## config.mk

```make
export PLATFORM = sky130hd
export DESIGN_NAME = matinv2
export DESIGN_NICKNAME = d
export VERILOG_FILES = /design/src/rtl/matinv2_pkg.sv /design/src/rtl/fxp_div.sv /design/src/rtl/fxp_mul.sv /design/src/rtl/matinv2.sv
export SDC_FILE = /design/constraint.sdc
export NUM_CORES = 1
export LEC_CHECK = 0
export CORE_MARGIN = 2
export CORE_UTILIZATION = 60
export DETAILED_ROUTE_END_ITERATION = 6
export GPL_ROUTABILITY_DRIVEN = 0
export PLACE_DENSITY = 0.88
export SLEW_MARGIN = 25
export SYNTH_ARGS = -nofsm -noshare
export SYNTH_HDL_FRONTEND = slang
export SYNTH_SLANG_ARGS = --single-unit
```

## constraint.sdc

```tcl
create_clock -name clk -period 9.4 [get_ports clk]
set_input_delay 1.88 -clock clk [delete_from_list [all_inputs] [get_ports clk]]
set_output_delay 1.88 -clock clk [all_outputs]
set_load 0.02 [all_outputs]
```

## src/rtl/matinv2_pkg.sv

```systemverilog
// Shared definitions for the 2x2 fixed-point matrix inverse: controller states and step counts.
package matinv2_pkg;

    localparam int MATRIX_N = 2;
    localparam logic [2:0] DET_LAST = 3'd2;

    typedef enum logic [2:0] {
        ST_IDLE,
        ST_DET,
        ST_CHK,
        ST_DIV,
        ST_SCALE,
        ST_FIN
    } state_t;

endpackage

```

## src/rtl/fxp_div.sv

```systemverilog
// Unsigned restoring divider, 2*DATA_WIDTH-bit numerator by DATA_WIDTH-bit divisor, one quotient bit per cycle.
// start loads operands; done is high during the final step, quotient valid the cycle after and held.
module fxp_div #(
    parameter int DATA_WIDTH = 16
) (
    input  logic                    clk,
    input  logic                    rst,
    input  logic                    start,
    input  logic [2*DATA_WIDTH-1:0] num,
    input  logic [DATA_WIDTH-1:0]   den,
    output logic                    done,
    output logic [2*DATA_WIDTH-1:0] quo
);
    localparam int DW = DATA_WIDTH;
    localparam int CW = $clog2(2 * DW);
    localparam logic [CW-1:0] LAST = CW'(2 * DW - 1);

    logic [DW-1:0]   rem_q, rem_d;
    logic [2*DW-1:0] quo_q, quo_d;
    logic [CW-1:0]   cnt_q, cnt_d;
    logic            run_q, run_d;
    logic [DW:0]     rem_sh;
    logic            ge;

    always_comb begin
        rem_d  = rem_q;
        quo_d  = quo_q;
        cnt_d  = cnt_q;
        run_d  = run_q;
        // Remainder stays below the divisor, so DW bits hold it between steps.
        rem_sh = {rem_q, quo_q[2*DW-1]};
        ge     = rem_sh >= {1'b0, den};
        if (start) begin
            rem_d = '0;
            quo_d = num;
            cnt_d = '0;
            run_d = 1'b1;
        end else if (run_q) begin
            rem_d = ge ? DW'(rem_sh - {1'b0, den}) : DW'(rem_sh);
            quo_d = {quo_q[2*DW-2:0], ge};
            cnt_d = cnt_q + 1'b1;
            if (cnt_q == LAST) begin
                run_d = 1'b0;
            end
        end
    end

    always_ff @(posedge clk or posedge rst) begin
        if (rst) begin
            rem_q <= '0;
            quo_q <= '0;
            cnt_q <= '0;
            run_q <= 1'b0;
        end else begin
            rem_q <= rem_d;
            quo_q <= quo_d;
            cnt_q <= cnt_d;
            run_q <= run_d;
        end
    end

    assign done = run_q && (cnt_q == LAST);
    assign quo  = quo_q;

endmodule

```

## src/rtl/fxp_mul.sv

```systemverilog
// Signed fixed-point multiply, product >>> BIN_POS truncated to DATA_WIDTH; one registered cycle.
// No handshake: a new operand pair may be presented every cycle.
module fxp_mul #(
    parameter int DATA_WIDTH = 16,
    parameter int BIN_POS    = 8
) (
    input  logic                         clk,
    input  logic                         rst,
    input  logic signed [DATA_WIDTH-1:0] op_a,
    input  logic signed [DATA_WIDTH-1:0] op_b,
    output logic signed [DATA_WIDTH-1:0] prod
);
    localparam int DW = DATA_WIDTH;

    logic signed [2*DW-1:0] a_ext;
    logic signed [2*DW-1:0] b_ext;
    logic signed [2*DW-1:0] full;
    logic        [DW-1:0]   prod_d;
    logic        [DW-1:0]   prod_q;

    always_comb begin
        a_ext  = {{DW{op_a[DW-1]}}, op_a};
        b_ext  = {{DW{op_b[DW-1]}}, op_b};
        full   = a_ext * b_ext;
        prod_d = DW'(full >>> BIN_POS);
    end

    always_ff @(posedge clk or posedge rst) begin
        if (rst) begin
            prod_q <= '0;
        end else begin
            prod_q <= prod_d;
        end
    end

    assign prod = prod_q;

endmodule

```

## src/rtl/matinv2.sv

```systemverilog
// Sequential 2x2 fixed-point matrix inverse; complete 2*DATA_WIDTH+10 edges after accept (5 if singular).
// start is only taken while busy=0; requests during an operation are dropped, not queued.
module matinv2
    import matinv2_pkg::*;
#(
    parameter int DATA_WIDTH  = 16,
    parameter int BIN_POS     = 8,
    parameter int MATRIX_SIZE = 2
) (
    input  logic                    clk,
    input  logic                    rst,
    input  logic                    start,
    input  logic [DATA_WIDTH*4-1:0] a,
    output logic                    busy,
    output logic                    complete,
    output logic                    singular,
    output logic [DATA_WIDTH-1:0]   det,
    output logic [DATA_WIDTH*4-1:0] inv
);
    localparam int DW = DATA_WIDTH;
    localparam logic [DW-1:0]   FXP_MAX = {1'b0, {(DW-1){1'b1}}};
    localparam logic [DW-1:0]   FXP_MIN = {1'b1, {(DW-1){1'b0}}};
    localparam logic [2*DW-1:0] QMAX    = {{(DW+1){1'b0}}, {(DW-1){1'b1}}};
    localparam logic [2*DW-1:0] DIV_NUM = {{(2*DW-1){1'b0}}, 1'b1} << (2 * BIN_POS);

    if (MATRIX_SIZE != MATRIX_N) begin : g_size_err
        $error("matinv2 supports only MATRIX_SIZE = 2");
    end
    if (BIN_POS >= DATA_WIDTH - 1) begin : g_bin_err
        $error("matinv2 requires BIN_POS < DATA_WIDTH-1");
    end

    state_t          state_q, state_d;
    logic [2:0]      cnt_q, cnt_d;
    logic [4*DW-1:0] a_q, a_d;
    logic [4*DW-1:0] inv_q, inv_d;
    logic [DW-1:0]   p0_q, p0_d;
    logic [DW-1:0]   det_q, det_d;
    logic            busy_q, busy_d;
    logic            complete_q, complete_d;
    logic            singular_q, singular_d;

    logic signed [DW-1:0] a00, a01, a10, a11;
    logic signed [DW-1:0] mul_a, mul_b, mul_p;
    logic        [DW-1:0] det_abs, r_mag, r_val;
    logic        [2*DW-1:0] div_quo;
    logic                 div_start, div_done;

    assign a00 = a_q[0*DW +: DW];
    assign a01 = a_q[1*DW +: DW];
    assign a10 = a_q[2*DW +: DW];
    assign a11 = a_q[3*DW +: DW];

    function automatic logic [DW-1:0] neg_sat(input logic [DW-1:0] v);
        return (v == FXP_MIN) ? FXP_MAX : -v;
    endfunction

    fxp_mul #(.DATA_WIDTH(DW), .BIN_POS(BIN_POS)) u_mul (
        .clk  (clk),
        .rst  (rst),
        .op_a (mul_a),
        .op_b (mul_b),
        .prod (mul_p)
    );

    fxp_div #(.DATA_WIDTH(DW)) u_div (
        .clk   (clk),
        .rst   (rst),
        .start (div_start),
        .num   (DIV_NUM),
        .den   (det_abs),
        .done  (div_done),
        .quo   (div_quo)
    );

    // Reciprocal: magnitude quotient saturated to +max, then the determinant's sign reapplied.
    always_comb begin
        det_abs = det_q[DW-1] ? -det_q : det_q;
        r_mag   = (div_quo > QMAX) ? FXP_MAX : div_quo[DW-1:0];
        r_val   = det_q[DW-1] ? -r_mag : r_mag;
    end

    always_comb begin
        state_d    = state_q;
        cnt_d      = cnt_q;
        a_d        = a_q;
        inv_d      = inv_q;
        p0_d       = p0_q;
        det_d      = det_q;
        busy_d     = busy_q;
        complete_d = complete_q;
        singular_d = singular_q;
        mul_a      = '0;
        mul_b      = '0;
        div_start  = 1'b0;

        unique case (state_q)
            ST_IDLE: begin
                if (start) begin
                    a_d        = a;
                    busy_d     = 1'b1;
                    complete_d = 1'b0;
                    singular_d = 1'b0;
                    cnt_d      = '0;
                    state_d    = ST_DET;
                end
            end
            ST_DET: begin
                cnt_d = cnt_q + 3'd1;
                if (cnt_q == DET_LAST) begin
                    det_d   = p0_q - mul_p;
                    state_d = ST_CHK;
                end else if (cnt_q == 3'd1) begin
                    mul_a = a01;
                    mul_b = a10;
                    p0_d  = mul_p;
                end else begin
                    mul_a = a00;
                    mul_b = a11;
                end
            end
            ST_CHK: begin
                if (det_q == '0) begin
                    state_d = ST_FIN;
                end else begin
                    div_start = 1'b1;
                    state_d   = ST_DIV;
                end
            end
            ST_DIV: begin
                if (div_done) begin
                    cnt_d   = '0;
                    state_d = ST_SCALE;
                end
            end
            ST_SCALE: begin
                // Each product is captured one cycle after its operands are issued.
                mul_b = r_val;
                cnt_d = cnt_q + 3'd1;
                case (cnt_q)
                    3'd0: mul_a = a11;
                    3'd1: begin
                        mul_a            = a01;
                        inv_d[0*DW +: DW] = mul_p;
                    end
                    3'd2: begin
                        mul_a            = a10;
                        inv_d[1*DW +: DW] = neg_sat(mul_p);
                    end
                    3'd3: begin
                        mul_a            = a00;
                        inv_d[2*DW +: DW] = neg_sat(mul_p);
                    end
                    default: begin
                        inv_d[3*DW +: DW] = mul_p;
                        state_d           = ST_FIN;
                    end
                endcase
            end
            ST_FIN: begin
                busy_d     = 1'b0;
                complete_d = 1'b1;
                singular_d = (det_q == '0);
                if (det_q == '0) begin
                    inv_d = '0;
                end
                state_d = ST_IDLE;
            end
            default: state_d = ST_IDLE;
        endcase
    end

    always_ff @(posedge clk or posedge rst) begin
        if (rst) begin
            state_q    <= ST_IDLE;
            cnt_q      <= '0;
            a_q        <= '0;
            inv_q      <= '0;
            p0_q       <= '0;
            det_q      <= '0;
            busy_q     <= 1'b0;
            complete_q <= 1'b0;
            singular_q <= 1'b0;
        end else begin
            state_q    <= state_d;
            cnt_q      <= cnt_d;
            a_q        <= a_d;
            inv_q      <= inv_d;
            p0_q       <= p0_d;
            det_q      <= det_d;
            busy_q     <= busy_d;
            complete_q <= complete_d;
            singular_q <= singular_d;
        end
    end

    assign busy     = busy_q;
    assign complete = complete_q;
    assign singular = singular_q;
    assign det      = det_q;
    assign inv      = inv_q;

endmodule

```

==> impl_metrics.ini <==
[timing]
worst_pin_slew_ns = 1.10
final_max_slew_viol_count = 0
grt_setup_unrepaired = no
fmax_mhz = 114
finalSetupViolCount = 0
period_needed_ns = 8.80
final-hold-violation-count = 0
skew_ns = 0.0207
fin_setup_tns_ns = 0
post-route-period-util = 0.936
hold_slack_ns = 0.469
slew_headroom = 0.265

[clocking]
clockRootBuffer = clkbuf_16
cts_resized = 0
clk_pin_slew_worst_paths_ns = 0.06
cts_tree = built
cts_setup_buffers = 0
hold_buffers = 0
clock_latency_ns = 0.54
htree_levels = 1
clock_path_buffers = 3
clock_sinks = 239
cts-buffers-inserted = 26

[grt]
first_global_vias = 17900
grt_max_degree = 90
antenna_found_initial = 0
grt-ovfl-total = 0
grtUsageTotal = 0.314
grt_first_pass_wirelength_um = 89200

[hold_path]
min_path_cells = 2
min_to = inv[24]$_DFFE_PP0P_
hold_class = reg -> reg
holdCritStartpoint = inv[24]$_DFFE_PP0P_

[logic_synthesis]
synthTopCellsByArea = dfrtp_1, fa_1, nand2_1, ha_1, inv_1
synth_edf_count = 0
avgSynthCellArea_sq_um = 8.62
synth_top_area_share = 0.297
synth.distinct_cells = 76
syn-cell-area_sq_um = 20100
synth-seq-area-share = 0.297
ys.flop_type = dfrtp_1
syn_nets = 2700
synth_warnings = 0
async_flop_share = 1.00
ys_ff_latch = 239
yosysTopAreaCell = dfrtp_1
syn_inst = 2334

[worst_setup_path]
r2r_cells = 30
r2r_slack_ns = 0.60
rr_endpoint = u_mul.prod[15]$_DFF_PP0_
path_max_fanout = 9
start_kind = flip-flop
crit_type = reg -> reg
worst_ep_required_time_ns = 9.82
slowest_delay_ns = 0.56
cp.arrival_ns = 9.21
critPathSlowestCell = fa_1
crit_top_cell = fa_1
critPathCaptureType = flip-flop
rr_startpoint = u_div.quo[15]$_DFFE_PP0P_

[detailed_routing]
remaining_drc_errors = 0
ant_nets = 0
dr.first_iter.drc_count = 1834
vias = 17300
wire_per_inst_um = 18.4
wirelength_um = 53800
via_per_inst = 5.94
first_pass_iters = 5

[cells_and_area]
num_antenna_cells = 0
drive_gt1_frac = 0.0550
final_common_cell = nand2_1
syn2layout_area_growth_pct = 14.5
final_nets = 2821
fin_util = 0.692
final_cell_mix = nand2_1, inv_1, dfrtp_1

[die]
die_y_um = 187
die_area_sq_um = 35000
ios = 150
rows = 67
die_x_um = 187
start_util = 0.604
core_sq_um = 33300

[place]
place_hpwl_um = 40300
numPortBuffers = 149

[pwr]
peakVddDrop_mv = 0.199
leakagePower_nw = 11.3
power_density_nw_per_um2 = 328
finalPower_w = 0.00755

[status]
outcome = complete, no violations

[job]
max-cap-violations = 0
-- metrics by stage --
stage | area (sq um) | cells | worst slack (ns)
6_report | 23000 | 2922 | 0.604
5_1_grt | 23000 | 2922 | 0.0103
4_1_cts | 23000 | 2922 | 0.495
3_5_place_dp | 22100 | 2875 | 0.567
3_3_place_gp | 22100 | 2875 | 0.918
2_1_floorplan | 20100 | 2334 | 0.821
-- cells by family (layout without fill, tap and decap cells) --
family | after synthesis | in the layout | share of synthesized area
compound gates | 339 | 339 | 0.110
xor+xnor | 68 | 68 | 0.0317
fa+ha+maj | 299 | 299 | 0.256
buf+inv | 413 | 553 | 0.0785
flops | 239 | 239 | 0.297
mux | 59 | 59 | 0.0294
simple gates | 917 | 917 | 0.197
-- critical path: cells and delay by family (launching register included) --
family | cells | cell delay (ns)
AOI/OAI and AO/OA | 8 | 1.31
buffers and inverters | 3 | 0.17
DFF | 1 | 0.39
xor gates and xnor gates | 1 | 0.13
adders and majority gates | 8 | 3.71
and+or+nand+nor | 10 | 2.96
-- how the worst max path moves through the flow --
| stage | from | end | slack [ns] | cells after the start |
|---|---|---|---|---|
| final | u_div.quo[15]$_DFFE_PP0P_ | u_mul.prod[15]$_DFF_PP0_ | 0.60 | 30 |
| after global routing | u_div.quo[15]$_DFFE_PP0P_ | u_mul.prod[15]$_DFF_PP0_ | 0.01 | 34 |
| after CTS | u_div.quo[15]$_DFFE_PP0P_ | u_mul.prod[15]$_DFF_PP0_ | 0.50 | 33 |
| after detailed placement | u_div.quo[15]$_DFFE_PP0P_ | u_mul.prod[15]$_DFF_PP0_ | 0.57 | 33 |
| after global placement | u_div.quo[15]$_DFFE_PP0P_ | u_mul.prod[15]$_DFF_PP0_ | 0.92 | 33 |
| after floorplan | u_div.quo[25]$_DFFE_PP0P_ | u_mul.prod[15]$_DFF_PP0_ | 0.82 | 36 |
-- flip-flops by register name, summed over array words and instances, names as in the netlist --
register,count
singular,1
u_div.run_q,1
state_q,3
u_div.rem_q,16
inv,64
det,16
cnt_q,3
complete,1
p0_q,16
a_q,64
u_div.quo,32
busy,1
u_mul.prod,16
u_div.cnt_q,5
-- final cells by class --
cell class / instances / area (sq um)
multi-input combinational: 1682 / 12600
inverter: 307 / 1160
fill: 2396 / 10300
tap: 448 / 561
timing repair buffer: 199 / 1870
clock inverter: 11 / 140
clock buffer: 36 / 739
sequential: 239 / 5980
-- where the power goes --
group,leakage [nW],switching [W],internal [W],total (W)
logic,7.77,0.00282,0.00190,0.00472
registers,3.14,0.000376,0.00140,0.00177
clock network,0.433,0.000428,0.000633,0.00106
total,11.3,0.00362,0.00393,0.00755
-- per-layer routing --
layer,global-route usage,vias up,wire (um)
li1,-,7743,-
met1,0.395,8318,20500
met2,0.527,1054,25500
met3,0.0608,230,5130
met4,0.143,0,2740
met5,0,-,0
-- Yosys cell counts (4+ instances only) --
library cell    n
and2_1         11
nand3_1        16
a221o_1        13
o22a_1          4
nand2_1       491
nor3b_1        10
a22oi_1        15
a211oi_1        5
nand4_1         6
and3_1          9
o31ai_1        12
inv_1         306
xor2_1         22
nor4_1          8
dfrtp_1       239
or2_2          16
o22ai_1        10
or3_1          12
mux2i_1        58
a21oi_1        78
o41ai_1         4
a31oi_1         8
buf_2           4
nor3_1         27
nor2_1        224
o21a_1          9
nor2b_1        29
a21o_1         12
ha_1          111
nand3b_1        4
or4_1          11
clkbuf_1       89
a21boi_0        7
o31a_1          4
xnor2_1        43
a221oi_1       14
nand2b_1       31
fa_1          188
buf_1           9
o21ai_0       109
a31o_2          5
Power figures use the tool's default switching activity.
